### config.mk
export PLATFORM = sky130hd
export DESIGN_NAME = rr_mux_arbiter
export DESIGN_NICKNAME = d
export VERILOG_FILES = /design/src/rtl/rr_mux_arbiter.sv
export SDC_FILE = /design/constraint.sdc
export NUM_CORES = 1
export LEC_CHECK = 0
export BUFFER_PORTS_ARGS = -buffer_cell sky130_fd_sc_hd__buf_2
export CAP_MARGIN = 20
export CELL_PAD_IN_SITES_DETAIL_PLACEMENT = 1
export CELL_PAD_IN_SITES_GLOBAL_PLACEMENT = 1
export CORE_ASPECT_RATIO = 1.2
export CORE_MARGIN = 4
export CORE_UTILIZATION = 35
export DETAILED_ROUTE_END_ITERATION = 10
export PLACE_DENSITY = 0.81
export SYNTH_ARGS = -nofsm -noshare
export SYNTH_HDL_FRONTEND = slang
export SYNTH_SLANG_ARGS = --single-unit
### constraint.sdc
create_clock -name clk -period 5 [get_ports clk]
set_clock_uncertainty 0.2 [all_clocks]
set_input_delay 0.25 -clock clk [delete_from_list [all_inputs] [get_ports clk]]
set_output_delay 0.25 -clock clk [all_outputs]
set_load 0.01 [all_outputs]
### src/rtl/rr_mux_arbiter.sv
// Round-robin N:1 arbiter with a registered valid/ready output stage.
// One word is captured per IDLE arbitration and held until the downstream accepts it.
module rr_mux_arbiter #(
    parameter int N  = 4,
    parameter int W  = 8,
    parameter int SW = $clog2(N)
) (
    input  logic           clk,
    input  logic           rst_n,
    input  logic [N-1:0]   req,
    input  logic [N*W-1:0] data,
    output logic [N-1:0]   gnt,
    output logic           out_valid,
    input  logic           out_ready,
    output logic [W-1:0]   out_data,
    output logic [SW-1:0]  out_src
);

    typedef enum logic {S_IDLE, S_BUSY} state_t;

    state_t          r_state;
    state_t          w_state_nxt;
    logic [SW-1:0]   r_ptr;
    logic            w_found;
    logic [SW-1:0]   w_win;
    logic [SW:0]     w_idx;
    logic            w_capture;
    logic            w_xfer;

    // Rotating search starting at r_ptr; the extra index bit absorbs ptr+i before the wrap.
    always_comb begin
        w_found = 1'b0;
        w_win   = '0;
        w_idx   = '0;
        for (int i = 0; i < N; i++) begin
            w_idx = {1'b0, r_ptr} + (SW+1)'(i);
            if (w_idx >= (SW+1)'(N)) begin
                w_idx = w_idx - (SW+1)'(N);
            end
            if (!w_found && req[w_idx[SW-1:0]]) begin
                w_found = 1'b1;
                w_win   = w_idx[SW-1:0];
            end
        end
    end

    always_ff @(posedge clk or negedge rst_n) begin
        if (!rst_n) begin
            r_state <= S_IDLE;
        end else begin
            r_state <= w_state_nxt;
        end
    end

    always_comb begin
        w_state_nxt = r_state;
        case (r_state)
            S_IDLE:  if (w_found)   w_state_nxt = S_BUSY;
            S_BUSY:  if (out_ready) w_state_nxt = S_IDLE;
            default: w_state_nxt = S_IDLE;
        endcase
    end

    always_comb begin
        w_capture = (r_state == S_IDLE) && w_found;
        w_xfer    = (r_state == S_BUSY) && out_ready;
    end

    // ptr moves only when a word leaves, so a stalled grant never shifts priority.
    always_ff @(posedge clk or negedge rst_n) begin
        if (!rst_n) begin
            gnt       <= '0;
            out_valid <= 1'b0;
            out_data  <= '0;
            out_src   <= '0;
            r_ptr     <= '0;
        end else begin
            gnt <= '0;
            if (w_capture) begin
                out_data  <= data[w_win*W +: W];
                out_src   <= w_win;
                gnt       <= {{(N-1){1'b0}}, 1'b1} << w_win;
                out_valid <= 1'b1;
            end else if (w_xfer) begin
                out_valid <= 1'b0;
                r_ptr     <= (out_src == SW'(N-1)) ? '0 : out_src + 1'b1;
            end
        end
    end

endmodule

* After elaboration in Yosys (flattened, before gate mapping)
Cells that the tools add are included.
** Storage, ports and cells
- Output and inout bits :: 15
- Register bits :: 18
** Operators by class
- $add $sub $neg :: 8
- Order comparisons :: 8
- Bitwise logic cells :: 2
- Multiplexer cells :: 27
- Shift operators :: 2
- Reductions and logical operators :: 10
- Eq/ne operators :: 1
** Operator list (number)
- variable part select 32 x 6 -> 8 bit :: 1
- two-way mux 2 bit :: 9
- less-than comparator 2 x 3 -> 1 bit, second input constant :: 4
- two-way mux 1 bit :: 12
- greater-or-equal comparator 3 bit, second input constant :: 3
- binary-select mux 1 bit (select 2 bit) :: 4
- subtractor 2 x 1 -> 2 bit, second input constant :: 4
- adder 2 x 2 -> 3 bit, second input constant :: 2
- logical AND 1 bit :: 5
- two-way mux 4 bit :: 1
- << shifter 1 x 2 -> 4 bit, first input constant :: 1
- adder 2 x 1 -> 3 bit, second input constant :: 1
- greater-or-equal comparator 2 x 3 -> 1 bit, second input constant :: 1
- logical NOT 1 bit :: 3
- adder 2 x 1 -> 2 bit, second input constant :: 1
- == test 2 bit, second input constant :: 1
- NOT 1 bit :: 2
- one-hot mux 1 bit (2 select lines) :: 1
- AND reduction 2 bit :: 1
- nonzero test 2 bit :: 1

* Logic depth before layout (Yosys ltp)
Gate-level depths: netlist (run 1).
- Word-level depth :: 17
- Depth in mapped cells :: 7
- Mapped depth without buffers :: 5

* Worst setup path after synthesis (run 1)
OpenSTA, ideal clock, no wires.
- Kind :: reg2reg
- Start point :: register r_ptr[0]
- End point :: register out_data[3]
- Stages on the path, launching flop included :: 6
- Setup time :: 0.133 ns
- Arrival :: 1.438 ns
- Required time :: 4.667 ns
- Slack :: 3.230 ns
- Path through :: dfrtp_1 > and2b_1 > or4_4 > nand2_2 > and3_1 > o31ai_1
** On the way
- Word-level cells in the longest chain between the ends :: 15
** Ends and longest elaborated chain
- start, declared :: line 23 : logic [SW-1:0] r_ptr;
- start signal, assigned :: line 86 : r_ptr <= (out_src == SW'(N-1)) ? '0 : out_src + 1'b1;
- parallel branches: the longest is 15 deep, another holds adder 2 x 1 -> 3 bit
- end signal, assigned :: line 80 : out_data <= data[w_win*W +: W];
- end, declared :: line 15 : output logic [W-1:0] out_data,
Parallel ways; which one is timed is not known. The select of a mux whose other input is x is not followed.
A chain may end at the register's enable or synchronous reset.

* Worst setup path after layout (run 1)
- Start point :: register r_ptr[1]
- End point :: register out_data[5]
The elaborated chain is that of the path after synthesis.

==> results of run 1 <==
[registers in the layout, summed over array words and instances, names as in the netlist]
register / flops
gnt: 4
out_data: 8
out_src: 2
out_valid: 1
r_ptr: 2
r_state: 1
[layer usage]
metal  share of wire  track usage  vias to the layer above
li1                -            -                      526
met1            0.38        0.220                      546
met2            0.54        0.336                       48
met5               0            0                        -
met3           0.070       0.0279                        4
met4          0.0091       0.0680                        0
[logic make-up after synthesis]
group           count (synthesis)  share of synthesized area
compound gates                 34                      0.239
mux                             7                     0.0657
fa+ha+maj                       1                     0.0115
buf+inv                         6                     0.0300
simple gates                   45                      0.239
flops                          18                      0.415
[report_power, final]
group	switching [mW]	internal (mW)	leakage, nW
clock	0.0441	0.0280	0.0138
sequential	0.0389	0.197	0.224
combinational	0.176	0.131	0.465
total	0.259	0.357	0.703
[what timing repair did]
action,in CTS,in global routing
endpoints found under the hold margin,18,0
setup buffers,0,0
hold buffers,1,0
[cells in the mapped netlist (2+ instances only)]
cell type and n:
and3_1 2, o311ai_0 2, inv_1 2, o31ai_1 3, o221ai_1 2, a211oi_2 2
a211o_1 2, nor3_1 5, nand2b_1 3, nand3_1 4, buf_2 2, a31oi_1 2
a21oi_1 3, dfrtp_1 18, a32oi_1 4, nor2_1 5, nand2_1 14, o21ai_0 5
mux2i_1 6, a21boi_0 4
[through the flow]
step,cells,area [um^2]
final,198,1400
after global routing,198,1400
after CTS,198,1400
after detailed placement,194,1370
after floorplan,111,1080
after global placement,194,1370
[area by class of cell]
class                   instances  area, um^2  share of cell area
flip-flops and latches         18         450               0.322
repair buffers                 54         275               0.197
clock buffers                   3        22.5              0.0161
multi-input cells              87         602               0.430
well taps                      34        42.5              0.0304
inverters                       2        7.51             0.00536
[final timing paths]
kind,startpoint,end,depth (start not counted)
max in group asynchronous,rst_n,out_data[3],2
worst max register to register,r_ptr[1],out_data[5],5
worst max-delay path,r_ptr[1],out_data[5],5
worst min register to register,out_data[4],out_data[4],2
worst min-delay path,data[31],out_data[7],3
min in group asynchronous,rst_n,out_data[7],2
[worst max-delay path: stages, from the launching register on]
cell      delay [ns]
dfrtp_1         0.49
o21ai_0         0.20
a211oi_2        0.45
nor2_4          0.15
mux2i_1         0.16
o311ai_0        0.33
==> reports/results.ini, run 1 <==
[drt]
firstDrtPassIters = 5
route.detailed.drc = 0
ant_nets = 0
dr.first_iter.drc_count = 30
vias = 1124
viasPerCell = 5.68
wl_per_cell_um = 17.3
wl_um = 3420

[placed_design]
dp_hpwl_um = 2820
io_buffers = 53
post-place-ws_ns = 2.78
gp_congestion = 0.876

[hold_path]
hold_path.class = input port to register

[floorplan]
rows = 21
dieWidth_um = 58.8
die-area_mm2 = 0.00406
io_pins = 54
die_y_um = 69.0
coreArea_mm2 = 0.00289
start_util = 0.375

[sta]
timing.fmax_mhz = 478
hold_violations = 0
whs_ns = 0.0128
worst_slack_ns = 2.91
tns_ns = 0
rsz0062_at_grt = no
period_minus_slack_ns = 2.09
relSlewSlack = 0.663
period_share = 0.419
setup_viol = 0
max_slew.worst_pin.slew_ns = 0.505
slew_violations = 0

[critical_path]
path_max_fanout = 9
worstSetupPathType = register to register
arrival_ns = 2.06
startpoint_type = register
r2r_setup_slack_ns = 2.91
worst_setup_path_end_kind = register
required_ns = 4.97

[layout]
nNetsFinal = 206
layout_commonest_cell = buf_2
areaGrowthSynthToFinish_pct = 29.1
drive_gt1_frac = 0.415
fin_util = 0.484
final_cell_mix = 53 x buf_2, 18 x dfrtp_1, 14 x nand2_1
fillerInstances = 363
diodes = 0

[clock_tree]
cts_buffers = 3
clockRootBuffer = clkbuf_4
tritoncts = done
clock_path_buffers = 2
htree_levels = 1
post_cts_resized = 0
clk_pin_slew_ns = 0.10
cts.sinks = 18
clkLatencyLatePin_ns = 0.29

[logic_synthesis]
async_flop_share = 1.00
synth_top_area_share = 0.415
seq_area_frac_synth = 0.415
synthCells = 111
synthesis.nets = 151
synth-seq-cells = 18
synthTopCellsByArea = dfrtp_1 42%, mux2i_1 5.5%, nand2_1 4.8%
yosysWarnings = 0
synthesis.area_mm2 = 0.00108
syn_avg_cell_area_um2 = 9.77
synth_edf_count = 0
synth_cell_types = 41
synth_top_area_cell = dfrtp_1
synth_ff_type = dfrtp_1

[status]
status = complete, no violations

[power]
p_leak_nw = 0.703
power_mw = 0.616
power.density_mw_per_mm2 = 440
ir_drop_mv = 0.224

[run]
drv_cap = 0

[global_routing]
grt_max_degree = 19
grt_usage = 0.185
grt_pass1_vias = 1227
antenna_found_initial = 0
grt_overflow = 0
grt_pass1_wl_um = 5690

Power figures use the tool's default switching activity.
==> run 2, diff against run 1 <==
CORE_UTILIZATION = 29   (was 35)
PLACE_DENSITY = 0.71   (was 0.81)
clock period = 1.7 ns   (was 5 ns; I/O delays follow)
==> reports/results.ini, run 2 (same netlist as run 1, synthesis figures left out) <==
[status]
status = finished with violations
violations = negative setup slack

[layout]
top_register = out_data
fin_util = 0.525
reg_top3 = out_data x8, gnt x4
areaGrowthSynthToFinish_pct = 76.0
final_cell_mix = 53 x buf_2, 21 x dlygate4sd3_1, 19 x buf_4
diodes = 0
largest_register_ffs = 8
drive_gt1_frac = 0.498
layout_commonest_cell = buf_2
nNetsFinal = 248

[placed_design]
dp_hpwl_um = 3010
gp_congestion = 0.815
io_buffers = 53
post-place-ws_ns = -0.294

[drt]
wl_um = 4470
wl_per_cell_um = 17.2
firstDrtPassIters = 4
viasPerCell = 4.97
route.detailed.drc = 0
dr.first_iter.drc_count = 54
vias = 1286
ant_nets = 0

[power]
p_leak_nw = 0.928
ir_drop_mv = 0.647
sw_frac_of_total = 0.397
power_frac_clock = 0.149
p_int_mw = 1.44
p_seq_frac = 0.300
power_frac_comb = 0.551
p_sw_mw = 0.947
power.density_mw_per_mm2 = 1250

[sta]
period_share = 1.14
whs_ns = 0.0161
period_minus_slack_ns = 1.94
slew_violations = 0
worst_slack_ns = -0.241
relSlewSlack = 0.714
max_slew.worst_pin.slew_ns = 0.430
timing.fmax_mhz = 515
hold_violations = 0
setup_viol = 13
rsz0062_at_grt = yes

[floorplan]
die_y_um = 75
dieWidth_um = 63.8
rows = 24
coreArea_mm2 = 0.00363
die-area_mm2 = 0.00479
io_pins = 54
start_util = 0.299

[critical_path]
crit_buf_inv = 2
timing.rr.end = gnt[2]
path_cells = and2b_2 -> or4_4 -> nand2_4 -> buf_4 -> buf_4 -> nor3_1
worst_setup_path_end_kind = register
cp_slowest_stage_delay_ns = 0.57
crit_path_start = r_ptr[0]
startpoint_type = register
timing.rr.start = r_ptr[0]
worstSetupPathType = register to register
path_max_fanout = 6
crit_family = simple AND/OR/NAND/NOR gates
r2r_setup_slack_ns = -0.24
r2r_cells = 6
required_ns = 1.63
arrival_ns = 1.87
crit_top_cell = buf_4
cp_slowest_cell = or4_4

[global_routing]
grt_usage = 0.187
grt_overflow = 0
grt_max_degree = 19
grt_pass1_wl_um = 6960
grt_pass1_vias = 1405
antenna_found_initial = 0

[hold_path]
hold_path.class = input port to register
worstHoldEndpoint = out_data[2]
min_from = data[10]
whs_path_depth = 3

[clock_tree]
clk_pin_slew_ns = 0.07
cts_buffers = 3
cts.sinks = 18
clockRootBuffer = clkbuf_8
htree_levels = 1
clock_path_buffers = 2
clkLatencyLatePin_ns = 0.25
tritoncts = done

[run]
drv_cap = 0

==> run 2: cell count changes in the layout (fill, tap and decap cells not counted), sizes merged <==
| cell | previous run | this run |
|---|---|---|
| clkbuf | 3 | 4 |
| dlygate4sd3 | 1 | 21 |
| buf | 53 | 75 |
==> run 2: power groups by stage <==
stage               sequential [mW]  combinational, mW  clock [mW]
floorplan                     0.747              0.525           0
global placement              0.693              0.972           0
detailed placement            0.710               1.01           0
CTS                           0.709               1.19       0.362
global route                  0.735               1.41       0.394
finish                        0.715               1.32       0.356
==> run 2: metrics by stage <==
step	cell area, um^2	instances	total power [mW]	setup TNS, ns
detailed placement	1510	228	1.72	-2.03
CTS	1830	256	2.26	-1.90
floorplan	1080	111	1.27	-0.391
global placement	1510	228	1.67	-1.08
finish	1910	259	2.39	-2.25
global route	1910	259	2.54	-3.20
==> run 2: layer usage <==
layer / routed length [um] / vias to the layer above / GRT usage
li1: - / 616 / -
met1: 1810 / 612 / 0.226
met2: 2420 / 54 / 0.336
met3: 220 / 4 / 0.0373
met4: 25 / 0 / 0.0552
met5: 0 / - / 0
==> run 2: area by class of cell <==
type	instances	area, um^2
sequential	18	452
tap	52	65.1
inverter	2	7.51
multi-input combinational	87	669
timing repair buffer	96	661
clock buffer	4	55.1
fill	424	1720
==> run 2: repair_timing <==
action	4_1_cts	5_1_grt
hold buffers	20	1
endpoints found under the setup margin	14	14
setup buffers	4	2
endpoints found under the hold margin	28	1
gates resized for setup	14	13
pin swaps	5	5
==> run 2: worst register-to-register path: cells and delay by family, from the launching register on <==
family	cells	cell delay, ns
buffers and inverters	2	0.23
AND/OR/NAND/NOR	4	1.02
flip-flops	1	0.37
==> run 2: worst max-delay path by stage <==
stage | depth (start not counted) | slack [ns] | to
floorplan | 5 | -0.07 | out_data[3]
global placement | 5 | -0.13 | out_data[0]
detailed placement | 6 | -0.29 | out_data[2]
CTS | 5 | -0.21 | out_data[0]
global route | 7 | -0.30 | out_data[3]
finish | 6 | -0.24 | gnt[2]
==> run 3, diff against run 2 <==
BUFFER_PORTS_ARGS = -buffer_cell sky130_fd_sc_hd__clkbuf_2   (was -buffer_cell sky130_fd_sc_hd__buf_2)
SKIP_CTS_REPAIR_TIMING = 1   (was unset)
==> reports/results.ini, run 3 (same netlist as run 1, synthesis figures left out) <==
[status]
status = finished with violations
violations = negative hold slack, negative setup slack

[critical_path]
required_ns = 1.65
r2r_cells = 5
arrival_ns = 1.88
timing.rr.end = out_data[3]
worst_setup_path_end_kind = register
timing.rr.start = r_ptr[0]
startpoint_type = register
r2r_setup_slack_ns = -0.23
path_max_fanout = 7
crit_path_start = r_ptr[0]
worstSetupPathType = register to register

[sta]
period_share = 1.14
worst_slack_ns = -0.232
rsz0062_at_grt = yes
timing.fmax_mhz = 518
relSlewSlack = 0.689
hold_violations = 2
setup_viol = 13
whs_ns = -0.0417
slew_violations = 0
max_slew.worst_pin.slew_ns = 0.467
period_minus_slack_ns = 1.93

[drt]
wl_um = 4400
dr.first_iter.drc_count = 56
wl_per_cell_um = 17.5
vias = 1257
viasPerCell = 5.01
firstDrtPassIters = 4
route.detailed.drc = 0
ant_nets = 0

[power]
power_mw = 2.31
p_leak_nw = 0.900
ir_drop_mv = 0.669
power.density_mw_per_mm2 = 1280

[hold_path]
worstHoldEndpoint = out_data[6]
hold_path.class = input port to register
min_from = data[6]
whs_path_depth = 3

[clock_tree]
cts.sinks = 18
htree_levels = 1
clockRootBuffer = clkbuf_8
tritoncts = done
clock_path_buffers = 2
clkLatencyLatePin_ns = 0.25
clk_pin_slew_ns = 0.07
cts_buffers = 3

[global_routing]
antenna_found_initial = 0
grt_pass1_vias = 1242
grt_overflow = 0
grt_usage = 0.163
grt_pass1_wl_um = 6020
grt_max_degree = 19

[placed_design]
dp_cells = 228
io_buffers = 53
dp_hpwl_um = 3040
gp_congestion = 0.796

[floorplan]
dieWidth_um = 63.8
die-area_mm2 = 0.00479
coreArea_mm2 = 0.00363
die_y_um = 75
io_pins = 54
start_util = 0.299
rows = 24

[layout]
drive_gt1_frac = 0.497
nNetsFinal = 240
layout_commonest_cell = clkbuf_2
areaGrowthSynthToFinish_pct = 67.1
final_cell_mix = 53 x clkbuf_2, 18 x buf_4, 17 x dfrtp_1
largest_register_ffs = 8
reg_top3 = out_data x8, gnt x4
fillerInstances = 436
seq_area_um2 = 452
fin_util = 0.499
multiInputGateArea_um2 = 682
diodes = 0
top_register = out_data
fin_cells = 251

[run]
drv_cap = 0

==> run 3: per-stage QoR <==
step / setup TNS (ns) / instance area [um^2] / hold slack [ns] / setup WS (ns)
after floorplan: -0.391 / 1080 / -0.411 / -0.0692
after global placement: -1.09 / 1510 / -0.145 / -0.128
after detailed placement: -1.83 / 1510 / -0.139 / -0.236
after CTS: -2.03 / 1570 / -0.417 / -0.252
after global routing: -2.98 / 1810 / 0.00787 / -0.332
final: -1.78 / 1810 / -0.0417 / -0.232
==> run 3: report_power, final <==
part	leakage (nW)	internal, mW	total (mW)	switching [mW]
Combinational	0.648	0.583	1.24	0.660
Clock	0.0288	0.206	0.355	0.149
Sequential	0.223	0.584	0.717	0.133
==> run 3: how the worst max path moves through the flow <==
stage / end / slack (ns) / depth (start not counted)
5_1_grt: out_data[5] / -0.33 / 5
3_5_place_dp: out_data[5] / -0.24 / 5
3_3_place_gp: out_data[0] / -0.13 / 5
4_1_cts: out_data[5] / -0.25 / 5
6_report: out_data[3] / -0.23 / 5
2_1_floorplan: out_data[3] / -0.07 / 5
==> run 3: cell type report <==
class / instances / share of cell area
multi-input combinational: 89 / 0.376
sequential: 18 / 0.249
clock buffer: 4 / 0.0304
inverter: 2 / 0.00414
tap: 52 / 0.0359
timing repair buffer: 86 / 0.304
==> run 3: worst max-delay path, stage by stage, from the launching register on <==
cell     delay (ns)
dfrtp_1        0.36
and2b_2        0.26
or4_4          0.57
nand2_4        0.14
a21oi_1        0.06
o31ai_1        0.23
==> run 3: routing by layer <==
metal / routed length (um) / part of all wire / track usage / up-vias
met4: 60 / 0.014 / 0.0432 / 0
met1: 1810 / 0.41 / 0.199 / 609
li1: - / - / - / 597
met3: 213 / 0.048 / 0.0328 / 6
met5: 0 / 0 / 0 / -
met2: 2310 / 0.53 / 0.293 / 45
